File: src/rtl/stack_bist_ctrl.sv
// stack_bist_ctrl: fill/overflow/drain/underflow self-test initiator for a LIFO stack
module stack_bist_ctrl #(
  parameter int DATA_WIDTH = 32,
  parameter int ADDR_WIDTH = 4,
  parameter logic [DATA_WIDTH-1:0] SEED = '0
) (
  input  logic                  clk,
  input  logic                  rst,
  input  logic                  start,
  output logic                  busy,
  output logic                  done,
  output logic                  pass,
  output logic [ADDR_WIDTH+1:0] err_count,
  output logic [3:0]            err_flags,
  output logic [ADDR_WIDTH-1:0] first_err_idx,
  output logic                  push,
  output logic [DATA_WIDTH-1:0] wr_data,
  input  logic                  full,
  output logic                  pop,
  input  logic [DATA_WIDTH-1:0] rd_data,
  input  logic                  empty
);
  localparam int DEPTH = 2 ** ADDR_WIDTH;
  localparam int EW = ADDR_WIDTH + 2;
  typedef enum logic [3:0] {IDLE, FILL, CHK_FULL, OVF, DRAIN, LAST, CHK_EMPTY, UNF, DONE} state_t;
  state_t state, state_n;
  logic [ADDR_WIDTH:0] idx, idx_n;
  logic [ADDR_WIDTH-1:0] exp_idx;
  logic chk, accept, last_step, mism;
  logic [3:0] e, flags_n;
  logic [2:0] inc;
  logic [EW-1:0] base, cnt_n;
  logic [EW:0] sum;
  always_comb begin
    accept = start && (state == IDLE || state == DONE);
    last_step = idx == (ADDR_WIDTH+1)'(DEPTH - 1);
    state_n = state;
    case (state)
      IDLE, DONE: state_n = accept ? FILL : state;
      FILL:       state_n = last_step ? CHK_FULL : FILL;
      CHK_FULL:   state_n = OVF;
      OVF:        state_n = DRAIN;
      DRAIN:      state_n = last_step ? LAST : DRAIN;
      LAST:       state_n = CHK_EMPTY;
      CHK_EMPTY:  state_n = UNF;
      UNF:        state_n = DONE;
      default:    state_n = IDLE;
    endcase
    idx_n = (state_n != state) ? '0 : idx + 1'b1;
    // rd_data lags its pop by one cycle, so compare against the index registered last cycle
    mism = chk && (rd_data != SEED + DATA_WIDTH'(exp_idx));
    e[0] = accept && !empty;
    e[1] = (state == CHK_FULL || (state == DRAIN && idx == '0)) && !full;
    e[2] = state == CHK_EMPTY && !empty;
    e[3] = mism;
    inc = 3'(e[0]) + 3'(e[1]) + 3'(e[2]) + 3'(e[3]);
    base = accept ? '0 : err_count;
    sum = {1'b0, base} + (EW+1)'(inc);
    cnt_n = sum[EW] ? '1 : sum[EW-1:0];
    flags_n = (accept ? 4'b0 : err_flags) | e;
  end
  always_ff @(posedge clk) begin
    if (rst) begin
      state <= IDLE;
      idx <= '0;
      exp_idx <= '0;
      chk <= 1'b0;
      err_count <= '0;
      err_flags <= '0;
      first_err_idx <= '0;
      push <= 1'b0;
      pop <= 1'b0;
      wr_data <= '0;
      busy <= 1'b0;
      done <= 1'b0;
      pass <= 1'b0;
    end else begin
      state <= state_n;
      idx <= idx_n;
      chk <= state == DRAIN;
      exp_idx <= ADDR_WIDTH'(DEPTH - 1) - idx[ADDR_WIDTH-1:0];
      err_count <= cnt_n;
      err_flags <= flags_n;
      first_err_idx <= accept ? '0 : (mism && !err_flags[3]) ? exp_idx : first_err_idx;
      push <= state_n == FILL || state_n == OVF;
      pop <= state_n == DRAIN || state_n == UNF;
      wr_data <= state_n == OVF ? ~SEED : state_n == FILL ? SEED + DATA_WIDTH'(idx_n) : '0;
      busy <= !(state_n == IDLE || state_n == DONE);
      done <= state_n == DONE;
      pass <= state_n == DONE && cnt_n == '0;
    end
  end
endmodule

File: config.mk
export PLATFORM = sky130hd
export DESIGN_NAME = stack_bist_ctrl
export DESIGN_NICKNAME = d
export VERILOG_FILES = /design/src/rtl/stack_bist_ctrl.sv
export SDC_FILE = /design/constraint.sdc
export NUM_CORES = 1
export LEC_CHECK = 0
export BUFFER_PORTS_ARGS = -buffer_cell sky130_fd_sc_hd__clkbuf_2
export CAP_MARGIN = 20
export CORE_ASPECT_RATIO = 1.25
export CORE_MARGIN = 2
export CORE_UTILIZATION = 30
export DETAILED_ROUTE_END_ITERATION = 10
export PLACE_DENSITY = 0.62
export RECOVER_POWER = 25
export SETUP_SLACK_MARGIN = 0.4
export SLEW_MARGIN = 5
export SYNTH_ARGS = -nofsm -noshare
export SYNTH_HDL_FRONTEND = slang
export SYNTH_SLANG_ARGS = --single-unit
export TNS_END_PERCENT = 50
File: constraint.sdc
create_clock -name clk -period 3.7 [get_ports clk]
set_input_delay 0.185 -clock clk [delete_from_list [all_inputs] [get_ports clk]]
set_output_delay 0.185 -clock clk [all_outputs]
set_load 0.01 [all_outputs]
==> metrics.md, run 1 <==
| Metric | Value |
|---|---|
| Crit Path Max Fanout | `6` |
| CTS Buffer Depth | `2` |
| Share of flip-flops with an asynchronous set or reset after synthesis | `0%` |
| Vias | `1,877` |
| Layout cells sized above 1 | `34.6%` |
| Final wirelength | `4680 um` |
| Chip height | `97.9 um` |
| Fin crit share | `84.1%` |
| Largest net degree at the start of global routing | `28` |
| P per Cell Area | `362 mW/mm^2` |
| Register bit total from synthesis | `39` |
| VDD IR max | `0.192 mV` |
| Syn Std Cell Area | `0.00211 mm^2` |
| R2R setup slack | `590 ps` |
| Type of the worst setup path | `flip-flop to flip-flop` |
| Sinks on Clock Net | `39` |
| Hpwl dp | `3660 um` |
| DR vias/cell | `4.74` |
| Min Clock Period, post-route | `3110 ps` |
| Final antenna-violating net count | `0` |
| Worst-path clk slew | `80 ps` |
| Max-cap viol count | `0` |
| Place WS | `272 ps` |
| Sum Neg Setup Slack | `0 ps` |
| Gate power share | `9.2%` |
| H-tree Lvls | `2` |
| Syn Nets | `285` |
| Status | `completed` |
| Final setup violating endpoints | `0` |
| Hold Violations, Final | `0` |
| Initial Util | `30.7%` |
| Worst setup margin | `590 ps` |
| Most used DFF post-synth | `dfxtp_1` |
| Mapped Cells | `241` |
| Layout Nets | `349` |
| # fillers | `735` |
| Root Buffer | `clkbuf_8` |
| Vias in the first global route | `1,767` |
| Count leader, synth | `dfxtp_1` |
| Maximum clock frequency | `0.322 GHz` |
| CTS tree | `yes` |
| Total CTS buffers | `5` |
| RSZ-0062 raised after global routing | `no` |
| Wirelength per Cell | `11.8 um` |
| Final Skew | `4.68 ps` |
| Worst Path Arrival | `3340 ps` |
| Final GP Congestion | `0.791` |
| Sw frac | `21.7%` |
| Final max-slew violation count | `0` |
| Register area | `782 um^2` |
| Share of power burned in registers | `46.3%` |
| Netlist cell types | `50` |
| CP Capture Type | `flip-flop` |
| Detailed-route DRC error count | `0` |
| Port Buffer Count | `87` |
| Startpoint types | `flip-flop` |
| Post-CTS Hold Buffers | `0` |
| Slew margin rel. | `48.1%` |
| Syn avg cell area | `8.77 um^2` |
| Row count | `34` |
| Inserted Diodes | `0` |
| Net Switching | `0.205 mW` |
| Worst-skew pair later-pin latency | `290 ps` |
| Top post-synthesis cells by count | `39 x dfxtp_1, 26 x buf_4, 20 x nor2_1` |
| Leak | `1.11 nW` |
| Total gr overflow | `0` |
| Initial DRC count | `57` |
| 1st-pass router iterations | `5` |
| Core area | `0.00689 mm^2` |
| Area delta synth->final | `23.3%` |
| Top cells by area, synth | `dfxtp_1 37%, buf_4 9.2%, nor2_1 3.6%, a21oi_1 3.1%, nor4_1 3.0%` |
| Initial antenna violation count | `0` |
| Sequential area share after synthesis | `36.9%` |
| Die X | `79.1 um` |
| Tightest Pin Transition | `779 ps` |
| Cell-internal power | `0.739 mW` |
| Total track usage | `12.4%` |
| I/O pin count | `88` |
| Multi-input gate area | `0.00107 mm^2` |
| Clock network fraction of total power | `44.5%` |
| Number of synthesized flops with an enable pin | `0` |
| Min-Delay Path Class | `input pin to flip-flop` |
| Worst EP required | `3930 ps` |
| YS warnings | `0` |
| First-pass GRT wire length | `7780 um` |
| Leading area contributor after synthesis | `dfxtp_1` |
| Top cell type's share of synthesized area | `36.9%` |
| Die area | `0.00774 mm^2` |
## kinds of logic (layout without fill, tap and decap cells)
kind of cell               Yosys count  after routing  share of synthesized area, %
DFF                                 39             39                          36.9
AOI/OAI and AO/OA                   44             44                          13.9
adders and majority gates            7              7                          5.21
and+or+nand+nor                     94             94                          25.9
buffers and inverters               48            113                          14.4
xor gates and xnor gates             9              9                          3.73
## path summary, 6_finish.rpt
| check | cells after the start | startpoint | end |
|---|---|---|---|
| worst max-delay path | 14 | exp_idx[2] | err_count[2] |
| worst min register to register | 2 | err_flags[1] | err_flags[1] |
| worst min-delay path | 3 | full | err_flags[1] |
| worst max register to register | 14 | exp_idx[2] | err_count[2] |
## registers in the layout, summed over array words and instances, names as in the netlist, named ones only
name	count
pop	1
push	1
wr_data	6
first_err_idx	4
busy	1
err_flags	3
err_count	6
exp_idx	4
done	1
pass	1
idx	5
chk	1
state	4
## what timing repair did
action                                  in CTS  in global routing
pin swaps                                    0                 10
gates cloned                                 0                  0
buffers inserted                             0                  1
resized for setup                            1                 12
endpoints found under the setup margin       1                  6
## worst max-delay path, stage by stage (launching register included)
cell	delay, ps
dfxtp_2	360
xnor2_2	100
nand4_1	130
nor4_4	260
nand2_1	130
and2_4	180
fa_1	520
inv_2	50
fa_2	380
inv_2	70
fa_2	260
nand3_4	110
or2_4	280
a21boi_1	140
nor2_1	70
## power groups by stage
| stage | clock [mW] | combinational, mW | sequential [mW] |
|---|---|---|---|
| floorplan | 0 | 0.0488 | 0.448 |
| global placement | 0 | 0.0839 | 0.447 |
| detailed placement | 0 | 0.0851 | 0.447 |
| CTS | 0.429 | 0.0856 | 0.437 |
| global route | 0.455 | 0.0964 | 0.439 |
| finish | 0.420 | 0.0867 | 0.437 |
## cell type report
type	instances	share of cell area, %
multi-input cells	154	41.2
flip-flops and latches	39	30.0
repair buffers	93	17.6
well taps	90	4.32
clock buffers	5	2.64
clock inverters	3	2.59
inverters	12	1.73
## metal layers
metal | up-vias | track usage (%) | part of all wire (%)
met5 | - | 0 | 0
met4 | 0 | 5.57 | 2.7
met3 | 10 | 2.96 | 5.0
met2 | 53 | 21.5 | 51
met1 | 867 | 14.1 | 42
li1 | 947 | - | -
## per-stage QoR
stage	area (um^2)	utilization, %	hold slack [ps]	cells	total power [mW]
floorplan	2110	-	382	241	0.497
global placement	2440	35.4	451	387	0.531
detailed placement	2440	35.4	465	387	0.532
CTS	2580	37.4	240	395	0.952
global route	2610	37.8	263	396	0.991
finish	2610	37.8	237	396	0.944
## cells in the final DEF, fill, tap and decap left out, types with 2 or more instances in the layout
cell type  count
fa_2           2
o22ai_1        2
or2_2          2
inv_2          4
clkbuf_2      69
bufinv_16      2
o21ai_0        5
nand2b_1       7
dfxtp_1       38
nor3_1         2
nor4_1        10
o21ai_1        6
a211oi_1       2
clkbuf_8       5
nand4_1        5
a32oi_1        4
clkbuf_1      18
xor2_1         4
o31a_1         2
ha_1           4
nand3_1        8
inv_1          8
a21oi_1       12
a21oi_2        2
nor2b_1        5
nand2_1       13
or3_4          2
xnor2_1        4
and3_1         6
buf_4          6
nor2_1        20
Power figures use the tool's default switching activity.
==> inputs of run 2 (changes only) <==
==> constraint.sdc (replaced) <==
create_clock -name clk -period 3.26 [get_ports clk]
set_input_delay 0.163 -clock clk [delete_from_list [all_inputs] [get_ports clk]]
set_output_delay 0.163 -clock clk [all_outputs]
set_load 0.01 [all_outputs]
==> run 2 against run 1 <==
Effect of this change: hold slack better by 13 ps; fmax up 0.50%; combinational power up 22%; sequential cell count unchanged; non-clock buffer count up 20; sequential share of layout area down 2.5 points; cell count up 5.1%; first-iteration DRC count up 68%; clock power down 1%; core utilization up 3.4 points; largest power group unchanged.
==> metrics.md, run 2 (synthesis gave the netlist of run 1 again) <==
| Metric | Value |
|---|---|
| Final max-slew violation count | `0 (unchanged)` |
| CTS Buffer Depth | `2 (unchanged)` |
| Type of the worst setup path | `flip-flop to flip-flop (unchanged)` |
| Min-Delay Path Class | `input pin to flip-flop (unchanged)` |
| R2r worst-path depth | `22 (was 14)` |
| Hold path cells | `4 (was 3)` |
| Final antenna-violating net count | `0 (unchanged)` |
| Inserted Diodes | `0 (unchanged)` |
| Place WS | `16.7 ps (was 272 ps)` |
| Post-Place Cell Area | `0.00251 mm^2 (was 0.00244 mm^2)` |
| Sw frac | `24.5% (was 21.7%)` |
| Biggest regs | `err_count: 6 flops, wr_data: 6 flops, idx: 5 flops (unchanged)` |
| R2R setup slack | `170 ps (was 590 ps)` |
| Leak | `1.22 nW (was 1.11 nW)` |
| Crit Path Max Fanout | `2 (was 6)` |
| Fin area | `0.00284 mm^2 (was 0.00261 mm^2)` |
| Reg-to-reg endpoint | `err_flags[3] (was err_count[2])` |
| CP Capture Type | `flip-flop (unchanged)` |
| Slew margin rel. | `48.3% (was 48.1%)` |
| DR vias/cell | `4.79 (was 4.74)` |
| Net Switching | `0.249 mW (was 0.205 mW)` |
| Worst Path Arrival | `3290 ps (was 3340 ps)` |
| Register area | `782 um^2 (unchanged)` |
| Root Buffer | `clkbuf_8 (unchanged)` |
| Fin crit share | `94.9% (was 84.1%)` |
| Multi-input gate area | `0.00113 mm^2 (was 0.00107 mm^2)` |
| Wirelength per Cell | `12.9 um (was 11.8 um)` |
| Sinks on Clock Net | `39 (unchanged)` |
| Most common cell after layout, fill and taps aside | `clkbuf_2 (unchanged)` |
| Worst-skew pair later-pin latency | `290 ps (about the same)` |
| Row count | `34 (unchanged)` |
| Chip height | `97.9 um (unchanged)` |
| Tightest Pin Transition | `776 ps (was 779 ps)` |
| Total CTS buffers | `5 (unchanged)` |
| Final setup violating endpoints | `0 (unchanged)` |
| Worst setup margin | `166 ps (was 590 ps)` |
| Cell-internal power | `0.768 mW (was 0.739 mW)` |
| Hpwl dp | `3760 um (was 3660 um)` |
| Vias in the first global route | `1,923 (was 1,767)` |
| Clock network fraction of total power | `40.8% (was 44.5%)` |
| Worst EP required | `3450 ps (was 3930 ps)` |
| Maximum clock frequency | `0.323 GHz (was 0.322 GHz)` |
| Initial DRC count | `96 (was 57)` |
| Status | `completed (unchanged)` |
| Detailed-route DRC error count | `0 (unchanged)` |
| Critical R2R Launch | `exp_idx[2] (unchanged)` |
| Core area | `0.00689 mm^2 (unchanged)` |
| Port Buffer Count | `87 (unchanged)` |
| Initial Util | `30.7% (unchanged)` |
| CTS tree | `yes (unchanged)` |
| Final Skew | `8.26 ps (was 4.68 ps)` |
| Sum Neg Setup Slack | `0 ps (unchanged)` |
| Commonest cells after routing, fill and taps aside | `69 x clkbuf_2, 38 x dfxtp_1, 19 x nor2_1, 18 x clkbuf_1, 14 x buf_4 (was 69 x clkbuf_2, 38 x dfxtp_1, 20 x nor2_1, 18 x clkbuf_1, 13 x nand2_1)` |
| Layout Nets | `369 (was 349)` |
| Total track usage | `14.0% (was 12.4%)` |
| Area delta synth->final | `34.5% (was 23.3%)` |
| Hold Violations, Final | `0 (unchanged)` |
| P per Cell Area | `357 mW/mm^2 (was 362 mW/mm^2)` |
| Vias | `1,992 (was 1,877)` |
| Worst Setup SP | `exp_idx[2] (unchanged)` |
| Share of power burned in registers | `48.8% (was 46.3%)` |
| First-pass GRT wire length | `8700 um (was 7780 um)` |
| Pwr Total | `1.02 mW (was 0.944 mW)` |
| 1st-pass router iterations | `4 (was 5)` |
| Startpoint types | `flip-flop (unchanged)` |
| H-tree Lvls | `2 (unchanged)` |
| Largest net degree at the start of global routing | `28 (unchanged)` |
| Min Clock Period, post-route | `3090 ps (was 3110 ps)` |
| RSZ-0062 raised after global routing | `yes (was no)` |
| I/O pin count | `88 (unchanged)` |
| Gate power share | `10.4% (was 9.2%)` |
| Final wirelength | `5370 um (was 4680 um)` |
| Critical Path End | `err_flags[3] (was err_count[2])` |
| Worst-path clk slew | `90 ps (was 80 ps)` |
| Max-cap viol count | `0 (unchanged)` |
| Layout cells sized above 1 | `41.1% (was 34.6%)` |
| VDD IR max | `0.157 mV (was 0.192 mV)` |
| Post-CTS Hold Buffers | `0 (unchanged)` |
| Total gr overflow | `0 (unchanged)` |
| Final GP Congestion | `0.897 (was 0.791)` |
| Die X | `79.1 um (unchanged)` |
| Initial antenna violation count | `0 (unchanged)` |
| # fillers | `728 (was 735)` |
| Die area | `0.00774 mm^2 (unchanged)` |
## run 2: power groups by stage
| stage | clock network, mW | registers (mW) | logic (mW) |
|---|---|---|---|
| after floorplan | 0 | 0.509 | 0.0567 |
| after global placement | 0 | 0.507 | 0.101 |
| after detailed placement | 0 | 0.507 | 0.103 |
| after CTS | 0.425 | 0.496 | 0.107 |
| after global routing | 0.448 | 0.498 | 0.118 |
| final | 0.415 | 0.496 | 0.106 |
## run 2: layer usage
layer	part of all wire, %	global-route usage (%)
met1	39	15.3
met2	53	25.7
met3	5.3	2.96
met4	2.3	5.70
met5	0	0
## run 2: how the worst min path moves through the flow
stage / from / endpoint / slack [ps]
3_3_place_gp: err_flags[1] / err_flags[1] / 450
3_5_place_dp: idx[1] / exp_idx[1] / 450
2_1_floorplan: rst / idx[0] / 360
6_report: empty / flip-flop / 250
5_1_grt: empty / flip-flop / 260
4_1_cts: empty / flip-flop / 240
## run 2: repair_timing
item / in CTS / in global routing
buffers inserted: 16 / 2
gates resized for setup: 12 / 13
setup endpoints to repair: 7 / 8
pin swaps: 11 / 1
## run 2: layout make-up
cell class	count	area share (%)
flip-flops and latches	39	27.5
well taps	90	3.96
inverters	12	1.58
multi-input cells	154	39.9
clock buffers	5	2.42
clock inverters	3	1.67
repair buffers	113	23.0
## run 2: critical path: stages, from the launching register on
cell,delay [ps]
dfxtp_2,340
xnor2_2,150
nand4_1,150
nor4_4,200
nand2_2,110
buf_4,140
buf_6,100
buf_6,100
buf_6,100
buf_6,100
buf_4,120
buf_6,110
buf_6,100
buf_6,100
buf_4,110
buf_4,110
buf_4,120
buf_6,100
buf_6,100
buf_6,100
buf_6,100
buf_6,100
a32o_1,190
## run 2: metrics by stage
| step | util, % | instances | hold slack [ps] |
|---|---|---|---|
| after global placement | 36.4 | 390 | 448 |
| after detailed placement | 36.4 | 390 | 446 |
| after CTS | 40.7 | 414 | 238 |
| after floorplan | - | 241 | 360 |
| final | 41.3 | 416 | 250 |
| after global routing | 41.3 | 416 | 265 |
